**config.mk**
```make
export PLATFORM = sky130hd
export DESIGN_NAME = hit_mask_serializer
export DESIGN_NICKNAME = d
export VERILOG_FILES = /design/src/rtl/hit_mask_serializer.sv
export SDC_FILE = /design/constraint.sdc
export NUM_CORES = 1
export LEC_CHECK = 0
export ABC_AREA = 1
export ABC_CLOCK_PERIOD_IN_PS = 1800
export BUFFER_PORTS_ARGS = -buffer_cell sky130_fd_sc_hd__buf_2
export CAP_MARGIN = 20
export CORE_MARGIN = 2
export CORE_UTILIZATION = 49
export DETAILED_ROUTE_END_ITERATION = 12
export PLACE_DENSITY = 0.83
export SLEW_MARGIN = 20
export SYNTH_ARGS = -nofsm -noshare
export SYNTH_HDL_FRONTEND = slang
export SYNTH_SLANG_ARGS = --single-unit
export TNS_END_PERCENT = 1
```
**constraint.sdc**
```tcl
create_clock -name clk -period 1.8 [get_ports clk]
set_input_delay 0.09 -clock clk [delete_from_list [all_inputs] [get_ports clk]]
set_output_delay 0.09 -clock clk [all_outputs]
set_load 0.03 [all_outputs]
```
**src/rtl/hit_mask_serializer.sv**
```systemverilog
// Drains a multi-hot hit mask as a stream of one-hot codes plus binary indices,
// highest channel first, with valid/ready handshakes on both the mask and hit sides.
module hit_mask_serializer #(
  parameter int unsigned WIDTH = 8,
  parameter int unsigned IDX_W = 3
) (
  input  logic             clk,
  input  logic             rst_n,
  input  logic             flush,
  input  logic             mask_valid,
  output logic             mask_ready,
  input  logic [WIDTH-1:0] mask,
  output logic             hit_valid,
  input  logic             hit_ready,
  output logic [WIDTH-1:0] hit_onehot,
  output logic [IDX_W-1:0] hit_index,
  output logic             hit_last,
  output logic             busy
);

  typedef enum logic {
    IDLE,
    SCAN
  } state_t;

  state_t           r_state;
  state_t           w_state_nxt;
  logic [WIDTH-1:0] r_pending;
  logic [WIDTH-1:0] w_pending_nxt;

  logic [IDX_W-1:0] w_top_idx;
  logic [WIDTH-1:0] w_top_onehot;
  logic             w_single;
  logic             w_hit_fire;
  logic             w_mask_fire;

  // Ascending scan: the last set bit seen is the highest one.
  always_comb begin
    w_top_idx = '0;
    for (int unsigned i = 0; i < WIDTH; i++) begin
      if (r_pending[i]) w_top_idx = IDX_W'(i);
    end
  end

  always_comb begin
    w_top_onehot            = '0;
    w_top_onehot[w_top_idx] = r_pending[w_top_idx];
  end

  assign w_single = (r_pending != '0) && ((r_pending & (r_pending - WIDTH'(1))) == '0);

  assign hit_valid  = (r_state == SCAN);
  assign hit_onehot = hit_valid ? w_top_onehot : '0;
  assign hit_index  = hit_valid ? w_top_idx : '0;
  assign hit_last   = hit_valid & w_single;
  assign busy       = |r_pending;

  assign mask_ready  = !flush && ((r_state == IDLE) || (hit_valid && hit_last && hit_ready));
  assign w_hit_fire  = hit_valid && hit_ready && !flush;
  assign w_mask_fire = mask_valid && mask_ready;

  // A mask accepted on the final beat replaces the pending word outright,
  // which also retires the bit being transferred on that beat.
  always_comb begin
    w_state_nxt   = r_state;
    w_pending_nxt = r_pending;
    if (flush) begin
      w_state_nxt   = IDLE;
      w_pending_nxt = '0;
    end else if (w_mask_fire) begin
      w_pending_nxt = mask;
      w_state_nxt   = (mask != '0) ? SCAN : IDLE;
    end else if (w_hit_fire) begin
      w_pending_nxt = r_pending & ~w_top_onehot;
      w_state_nxt   = hit_last ? IDLE : SCAN;
    end
  end

  always_ff @(posedge clk or negedge rst_n) begin
    if (!rst_n) begin
      r_state   <= IDLE;
      r_pending <= '0;
    end else begin
      r_state   <= w_state_nxt;
      r_pending <= w_pending_nxt;
    end
  end

endmodule
```
==> results.ini <==
[run_status]
status = complete, no violations

[power_and_ir_drop]
p_total_uw = 972.4
ir_drop_v = 0.0004977
seqPwrFrac = 0.264
p_comb_frac = 0.572
p_leak_nw = 0.6444
power_switching_uw = 472.0
internal-power_uw = 500.4
clock_power_share = 0.164
power_density_nw_per_um2 = 827.6
sw_frac_of_total = 0.4854

[setup_path]
worstReg2RegEnd = r_pending[4]
cp_max_fo = 8
required_ns = 2.00
setup.worst_path.start_class = flop
cp-startpoint = r_pending[2]
critical_path_class = reg2reg
r2r_cells = 9
cp.arrival_ns = 1.94
r2r_setup_slack_ns = 0.06
endpoint_kind = flop
r2r-start = r_pending[2]

[routing]
wirelength_mm = 2.568
via_count = 1051
via_per_inst = 5.418
drc = 0
firstDrtPassIters = 4
final_antenna_net_count = 0
wl_per_cell_um = 13.24
first_iter_violations = 33

[worst_hold_path]
hold_class = in2reg
holdPathEnd = r_pending[7]
hold_depth = 3
hold_start = mask[7]

[clock_network]
h-tree-depth = 1
clkSlewWorstSetupHoldPaths_ns = 0.07
cts_buffer_depth = 2
clockRootBuffer = clkbuf_4
cts_buffers = 3
clock_sinks = 9
cts_tree = built
worstSkewPairLatency_ns = 0.27

[timing]
slew_headroom = 0.7614
setup_violations = 0
fin_crit_ns = 1.740
holdWs_ns = 0.1271
finalCritPeriodShare = 0.9665
setup_tns_ns = 0
finClkSkew_ns = 0.01014
tightestPinTransition_ns = 0.3579
grt_setup_unrepaired = true
fmax_mhz = 574.8
hold_viol_final = 0
setup_ws_ns = 0.06035
maxSlewViolCount = 0

[synth]
syn_avg_cell_area_um2 = 6.022
synthCells = 139
synth_mux_area_frac = 0
ys_warn_count = 0
seq_area_frac_synth = 0.2691
synth_compound_area_frac = 0.1001
ys_ff_latch = 9
synthAdderAreaFrac = 0
syn_area_um2 = 837.1
synth_cell_types = 22
synth_top_family_by_area = simple AND/OR/NAND/NOR gates
synth-xor-area-share = 0
syn_nets = 152
synth-simple-area-share = 0.5396

[cells_and_area]
n_antenna_cell = 0
areaGrowthSynthToFinish_pct = 40.36
nNetsFinal = 192
fin_area_um2 = 1175
drive_gt1_frac = 0.4157

[floorplanning]
die_h_um = 45.33
die_area_um2 = 2055
fp.coreArea_um2 = 1559
rows = 14
die_x_um = 45.33
floorplan.initialDensity = 0.5369
boundaryPins = 28

[place]
numPortBuffers = 27
hpwlAfterDp_mm = 1.846
dp_slack_ns = 0.008506
placement.cell_area_um2 = 1012
place_congestion = 0.9537

[global_route]
grt_max_degree = 12
antenna_found_initial = 0
grt_pass1_vias = 931
grtUsageTotal = 0.2562
grt_overflow_total = 0
grt_pass1_wl_mm = 3.739

[flow_run]
max_cap_viol_count = 0

[layer usage]
| layer | share of wire | global-route usage | vias to the layer above | wire [µm] |
|---|---|---|---|---|
| met1 | 0.41 | 0.3092 | 478 | 1045 |
| met5 | 0 | 0 | - | 0 |
| li1 | - | - | 530 | - |
| met4 | 0.011 | 0.1588 | 0 | 27 |
| met2 | 0.53 | 0.4200 | 39 | 1349 |
| met3 | 0.057 | 0.04400 | 4 | 146 |
[cell type report]
type | instances | area, µm²
multi-input combinational | 111 | 616.8
fill | 121 | 384.1
sequential | 9 | 234.0
timing repair buffer | 36 | 210.2
inverter | 18 | 67.56
clock buffer | 4 | 26.28
tap | 16 | 20.02
[kinds of logic after synthesis]
logic type	count (synthesis)
AOI/OAI and AO/OA	13
and+or+nand+nor	97
DFF	9
buffers and inverters	20
[power by group through the flow]
stage	clock network [mW]	logic, mW	registers, mW
4_1_cts	0.165	0.481	0.247
2_1_floorplan	0	0.330	0.262
6_report	0.160	0.556	0.257
3_3_place_gp	0	0.465	0.250
3_5_place_dp	0	0.474	0.249
5_1_grt	0.175	0.607	0.259
[how the worst max path moves through the flow]
stage | endpoint | slack [ns] | cells after the start
2_1_floorplan | r_pending[7] | -0.13 | 8
3_3_place_gp | r_pending[5] | 0.06 | 11
3_5_place_dp | r_pending[1] | 0.009 | 11
4_1_cts | mask_ready | -0.02 | 6
5_1_grt | r_pending[4] | -0.05 | 9
6_report | r_pending[4] | 0.06 | 9
[registers in the layout, indices dropped and copies added, names as in the netlist]
signal     cells
hit_valid      1
r_pending      8
[cells in the mapped netlist (all sizes together)]
library cell	count	area (µm²)
clkbuf	1	3.750
nand3	7	47.55
nor4	3	18.77
o211ai	1	7.510
inv	18	67.56
nor2	19	83.83
o21ai	3	15.01
dfrtp	9	225.2
a21oi	8	55.06
buf	1	5.000
nor3	1	5.000
nand4	9	71.32
a31oi	1	6.260
nand2	58	225.2
[layout by cell type, fill, tap and decap left out, types with 3 or more instances in the layout]
cell / instances
nand3_1: 5
inv_2: 6
dfrtp_2: 7
buf_2: 25
a21oi_1: 5
nand2_2: 4
inv_1: 12
nor2_4: 4
clkbuf_4: 3
nor2_1: 11
buf_4: 10
nand2_1: 52
nor2_2: 4
nand4_1: 8
[what timing repair did]
action                     4_1_cts  5_1_grt
hold endpoints to repair         9        0
pin swaps                        0       11
setup buffers                    0        5
hold buffers                     1        0
setup endpoints to repair        2       15
cloned                           0        1
resized for setup                3       28
[through the flow]
stage | utilization | std cells
5_1_grt | 0.7536 | 194
3_3_place_gp | 0.6493 | 183
2_1_floorplan | - | 139
6_report | 0.7536 | 194
3_5_place_dp | 0.6493 | 183
4_1_cts | 0.6790 | 188
[worst max-delay path, cell delays in order (launching register included)]
cell,delay (ns)
dfrtp_2,0.44
nor2_2,0.17
a21oi_1,0.10
nor2_2,0.15
nand4_4,0.12
nand2_4,0.14
nand3_4,0.12
a21oi_4,0.26
nand2_1,0.10
nand2_1,0.06
Power figures use the tool's default switching activity.
